$ cat src/rtl/fetch_pkg.sv
// Shared widths, halt encoding and state type for the instruction fetch unit.
package fetch_pkg;

  localparam int PC_W      = 10;
  localparam int INSTR_W   = 9;
  localparam int LUT_IDX_W = 5;
  localparam int LUT_DEPTH = 1 << LUT_IDX_W;

  localparam logic [INSTR_W-1:0] HALT_WORD = 9'h1FF;

  typedef enum logic [1:0] {
    IDLE,
    FETCH,
    EXEC,
    DONE
  } fetch_state_t;

endpackage

$ cat src/rtl/branch_lut.sv
// 32-entry branch target table: one write port, one combinational read port.
// A read in the same cycle as a write to the same entry returns the old value.
module branch_lut
  import fetch_pkg::*;
(
  input  logic                 clk,
  input  logic                 reset,
  input  logic                 wr_en,
  input  logic [LUT_IDX_W-1:0] wr_idx,
  input  logic [PC_W-1:0]      wr_data,
  input  logic [LUT_IDX_W-1:0] rd_idx,
  output logic [PC_W-1:0]      rd_data
);

  logic [PC_W-1:0] entries [LUT_DEPTH];

  // Reset has priority so a write presented during reset is dropped.
  always_ff @(posedge clk) begin
    if (reset) begin
      for (int i = 0; i < LUT_DEPTH; i++) begin
        entries[i] <= '0;
      end
    end else if (wr_en) begin
      entries[wr_idx] <= wr_data;
    end
  end

  assign rd_data = entries[rd_idx];

endmodule

$ cat src/rtl/instr_fetch_unit.sv
// Fetch sequencer: drives imem, presents instructions, redirects on decoder branches.
// Optional perf counters (instr_count/branch_count) are enabled by FETCH_PERF_CNT_EN.
module instr_fetch_unit
  import fetch_pkg::*;
(
  input  logic                 clk,
  input  logic                 reset,
  input  logic                 start,
  input  logic                 stall,
  input  logic                 branch_en,
  input  logic [LUT_IDX_W-1:0] branch_idx,
  input  logic                 lut_wr_en,
  input  logic [LUT_IDX_W-1:0] lut_wr_idx,
  input  logic [PC_W-1:0]      lut_wr_addr,
  output logic [PC_W-1:0]      imem_addr,
  input  logic [INSTR_W-1:0]   imem_data,
  output logic [INSTR_W-1:0]   instr,
  output logic                 instr_valid,
  output logic [PC_W-1:0]      pc,
  output logic                 busy,
  output logic                 done
`ifdef FETCH_PERF_CNT_EN
  ,
  output logic [15:0]          instr_count,
  output logic [15:0]          branch_count
`endif
);

  fetch_state_t    state, state_next;
  logic [PC_W-1:0] pc_next;
  logic [PC_W-1:0] lut_target;

  branch_lut u_branch_lut (
    .clk     (clk),
    .reset   (reset),
    .wr_en   (lut_wr_en),
    .wr_idx  (lut_wr_idx),
    .wr_data (lut_wr_addr),
    .rd_idx  (branch_idx),
    .rd_data (lut_target)
  );

  always_ff @(posedge clk) begin
    if (reset) begin
      state <= IDLE;
      pc    <= '0;
      instr <= '0;
    end else begin
      state <= state_next;
      pc    <= pc_next;
      if (state == FETCH) begin
        instr <= imem_data;
      end
    end
  end

  always_comb begin
    state_next = state;
    pc_next    = pc;
    case (state)
      IDLE, DONE: begin
        if (start) begin
          state_next = FETCH;
          pc_next    = '0;
        end
      end
      FETCH: begin
        state_next = EXEC;
      end
      EXEC: begin
        if (!stall) begin
          if (instr == HALT_WORD) begin
            state_next = DONE;
          end else begin
            state_next = FETCH;
            pc_next    = branch_en ? lut_target : pc + 1'b1;
          end
        end
      end
      default: begin
        state_next = IDLE;
      end
    endcase
  end

  // The memory has one cycle of read latency, so the address of the next
  // instruction goes out in the cycle before FETCH; during FETCH it equals pc.
  assign imem_addr   = pc_next;
  assign instr_valid = (state == EXEC);
  assign busy        = (state == FETCH) || (state == EXEC);
  assign done        = (state == DONE);

`ifdef FETCH_PERF_CNT_EN
  logic exec_step;
  logic take_branch;
  logic accept_start;

  assign exec_step    = (state == EXEC) && !stall;
  assign take_branch  = exec_step && (instr != HALT_WORD) && branch_en;
  assign accept_start = ((state == IDLE) || (state == DONE)) && start;

  always_ff @(posedge clk) begin
    if (reset || accept_start) begin
      instr_count  <= '0;
      branch_count <= '0;
    end else begin
      if (exec_step && (instr_count != 16'hFFFF)) begin
        instr_count <= instr_count + 16'd1;
      end
      if (take_branch && (branch_count != 16'hFFFF)) begin
        branch_count <= branch_count + 16'd1;
      end
    end
  end
`endif

endmodule

$ cat config.mk
export PLATFORM = sky130hd
export DESIGN_NAME = instr_fetch_unit
export DESIGN_NICKNAME = d
export VERILOG_FILES = /design/src/rtl/fetch_pkg.sv /design/src/rtl/branch_lut.sv /design/src/rtl/instr_fetch_unit.sv
export SDC_FILE = /design/constraint.sdc
export NUM_CORES = 1
export LEC_CHECK = 0
export ABC_AREA = 1
export CAP_MARGIN = 20
export CORE_MARGIN = 5
export CORE_UTILIZATION = 40
export DETAILED_ROUTE_END_ITERATION = 16
export PLACE_DENSITY = 0.54
export SYNTH_ARGS = -nofsm -noshare
export SYNTH_HDL_FRONTEND = slang
export SYNTH_SLANG_ARGS = --single-unit
export TNS_END_PERCENT = 30
$ cat constraint.sdc
create_clock -name clk -period 1.7 [get_ports clk]
set_input_delay 0.17 -clock clk [delete_from_list [all_inputs] [get_ports clk]]
set_output_delay 0.17 -clock clk [all_outputs]
set_load 0.03 [all_outputs]
==> run_results.csv <==
group,metric,value,unit
run_status,status,"finished with violations",
sta,tightestPinTransition,0.531,ns
sta,whs,0.235,ns
floorplanning,dieWidth,210,um
route,avgViaCountPerCell,5.15,
route,drc,0,
synth,yosysWarnings,0,
worst_setup_path,critPathSlowestCell,"dfxtp_4",
job,max-cap-violations,0,
place,place.gp.congestion,0.934,
synth,synthTopCellsByArea,"edfxtp_1, nand2_1, nor2_1",
clock_network,htreeDepth,2,
floorplanning,die_area,44100,um2
route,wire_per_inst,19.2,um
finish,layout-drive-gt1-share,16.8,%
synth,synth_top_cell_by_area,"edfxtp_1",
synth,netlist.area_leader.share,60.1,%
sta,fin_ws,-0.527,ns
synth,yosysSeqAreaShare,62.7,%
clock_network,clockRootBuffer,"clkbuf_16",
global_route,antenna_found_initial,0,
global_route,grt_pass1_vias,12474,
finish,nFillCells,3731,
sta,skew,0.0152,ns
global_route,grt.total_usage,21.3,%
clock_network,clock_path_buffers,3,
floorplanning,die_h,210,um
power_and_ir_drop,p_per_area,1020,nW/um2
worst_setup_path,critPathMaxStageDelay,0.37,ns
sta,setup_viol,12,
global_route,grt-ovfl-total,0,
sta,rsz0062_at_grt,"yes",
floorplanning,coreArea,39600,um2
sta,fmax,449,MHz
synth,synth_cells,1754,
synth,synth_edf_count,320,
worst_setup_path,crit_top_cell,"nand2_2",
global_route,top_usage_layer,"met2",
worst_setup_path,cp-end-kind,"output port",
sta,fin_crit,2.23,ns
finish,syn2layout_area_growth,26.2,%
route,wirelength,47200,um
place,numPortBuffers,66,
worst_setup_path,crit_fanout,3,
synth,synth_cell_types,26,
finish,antennaDiodeCount,0,
global_route,grt_use_met1,29.0,%
synth,syn_nets,1794,
global_route,globalRouteMet2Util,35.3,%
global_route,met3_usage,3.10,%
worst_setup_path,critPathBufInv,1,
power_and_ir_drop,finalPower,20.6,mW
worst_setup_path,critPathLaunchType,"flop",
power_and_ir_drop,peakVddDrop,966,uV
synth,syn_avg_cell_area,9.12,um2
synth,syn_area,16000,um2
worst_setup_path,cp_top_family,"simple AND/OR/NAND/NOR gates",
route,first_pass_iters,6,
worst_setup_path,worstPathArrival,2.06,ns
clock_network,hold_buffers,0,
sta,maxSlewHeadroom,64.6,%
finish,fin_nets,1949,
floorplanning,start_util,40.4,%
worst_setup_path,worst_ep_required_time,1.53,ns
clock_network,path_clk_slew,0.05,ns
route,vias,12664,
clock_network,cts_tree,"yes",
route,ant_nets,0,
finish,design_area,20200,um2
worst_setup_path,path_class,"reg2out",
global_route,grt_max_degree,51,
synth,yosysMostFrequentCell,"nand2_1",
clock_network,numCtsBuffers,40,
synth,async_flop_share,0,%
clock_network,cts_sinks,341,
synth,ys_dominant_reg_cell,"edfxtp_1",
place,post-place-cells,2377,
floorplanning,rows,73,
finish,layout.cells.non_filler,2461,
sta,hold_viol,0,
synth,ys_seq_elements,341,
worst_hold_path,min_path_type,"in2reg",
sta,finalCritPeriodShare,131,%
sta,drv_slew,0,
power_and_ir_drop,p_leak,8.27,nW
worst_setup_path,crit_chain,"ha_4 -> nand3_2 -> nor2_4 -> nand2_2 -> nor2_2 -> xor2_1 -> a21oi_1 -> nand2_1 -> nand2_2 -> nand2_2 -> buf_6",
global_route,grt_pass1_wl,73000,um
synth,synthTopCellsByCount,"nand2_1, nor2_1, edfxtp_1",
clock_network,clkLatencyLatePin,0.53,ns
run_status,failed_checks,"setup timing",
place,dp_hpwl,31200,um
finish,seqCellArea,10000,um2
route,drt-initial-drc-count,1034,
finish,multi_input_area,5300,um2
floorplanning,io_pins,67,
place,placed_area,18600,um2
## layout make-up
type,instances,area share [%]
flip-flops and latches,341,49.7
multi-input cells,1231,26.2
repair buffers,252,13.8
clock buffers,51,5.27
well taps,525,3.25
clock inverters,18,0.898
inverters,43,0.843
## sequential cells by signal (all words and copies together), names as in the netlist
signal and flops:
pc 10, instr 9, state 2, u_branch_lut.entries 320
## per-stage QoR
step           worst slack (ns)  setup TNS, ns  utilization [%]
2_1_floorplan           0.00260              0                -
3_3_place_gp             -0.433         -58.96             46.9
3_5_place_dp             -0.431         -73.23             46.9
4_1_cts                  -0.558          -5.41             50.7
5_1_grt                  -0.642          -6.59             50.9
6_report                 -0.527          -4.93             50.9
## per-layer routing
metal	part of all wire, %	vias up
met1	42	6111
met5	0	-
met2	48	356
met4	3.5	0
li1	-	6107
met3	5.6	90
## cell families (layout without fill, tap and decap cells)
logic type	count (synthesis)	after routing	share of synthesized area (%)
simple gates	1173	1173	29.7
flops	341	341	62.7
buf+inv	182	364	5.39
compound gates	50	50	1.66
fa+ha+maj	5	5	0.391
xor+xnor	3	3	0.164
## power by group
group / internal (mW) / switching [mW] / leakage [nW]
clock: 5.00 / 3.27 / 0.606
combinational: 0.934 / 1.58 / 4.44
sequential: 9.63 / 0.147 / 3.22
total: 15.6 / 5.00 / 8.27
## cell usage in the layout, fill, tap and decap left out, types with 4 or more instances in the layout
cell             Yosys  final
nand2_1            561    526
nor2_1             345    342
edfxtp_1           320    320
nand3_1            253    246
buf_4               10    126
buf_12               1     54
clkbuf_16            0     41
nand2_2              0     35
inv_1               39     34
clkdlybuf4s50_1      0     32
a21oi_1             31     26
dlygate4sd2_1        0     18
buf_6               12     17
o21ai_0             14     13
dfxtp_1             21     13
clkinv_1             1     11
clkbuf_1            85     10
nor3_1               9      8
a21oi_2              3      8
inv_2                2      6
nand3_2              0      6
dfxtp_2              0      6
bufinv_16            0      4
## worst paths after layout
check	from	endpoint	slack (ns)	cells past startpoint
worst min register to register	instr[5]$_SDFFE_PP0N_	instr[5]$_SDFFE_PP0N_	0.47	2
worst min-delay path	imem_data[2]	instr[2]$_SDFFE_PP0N_	0.24	3
worst max-delay path	pc[0]$_SDFF_PP0_	imem_addr[8]	-0.53	11
worst max register to register	instr[6]$_SDFFE_PP0N_	pc[3]$_SDFF_PP0_	-0.02	12
## worst min-delay path, stage by stage
cell and delay, ns:
clkdlybuf4s50_1 0.39, nor2_1 0.10, nor2_1 0.05
## repair_timing
item | CTS | global route
pin swaps | 18 | 17
setup endpoints to repair | 33 | 16
resized for setup | 74 | 26
gates cloned | 2 | 0
setup buffers | 11 | 8
hold endpoints to repair | 0 | 0
Power figures use the tool's default switching activity.
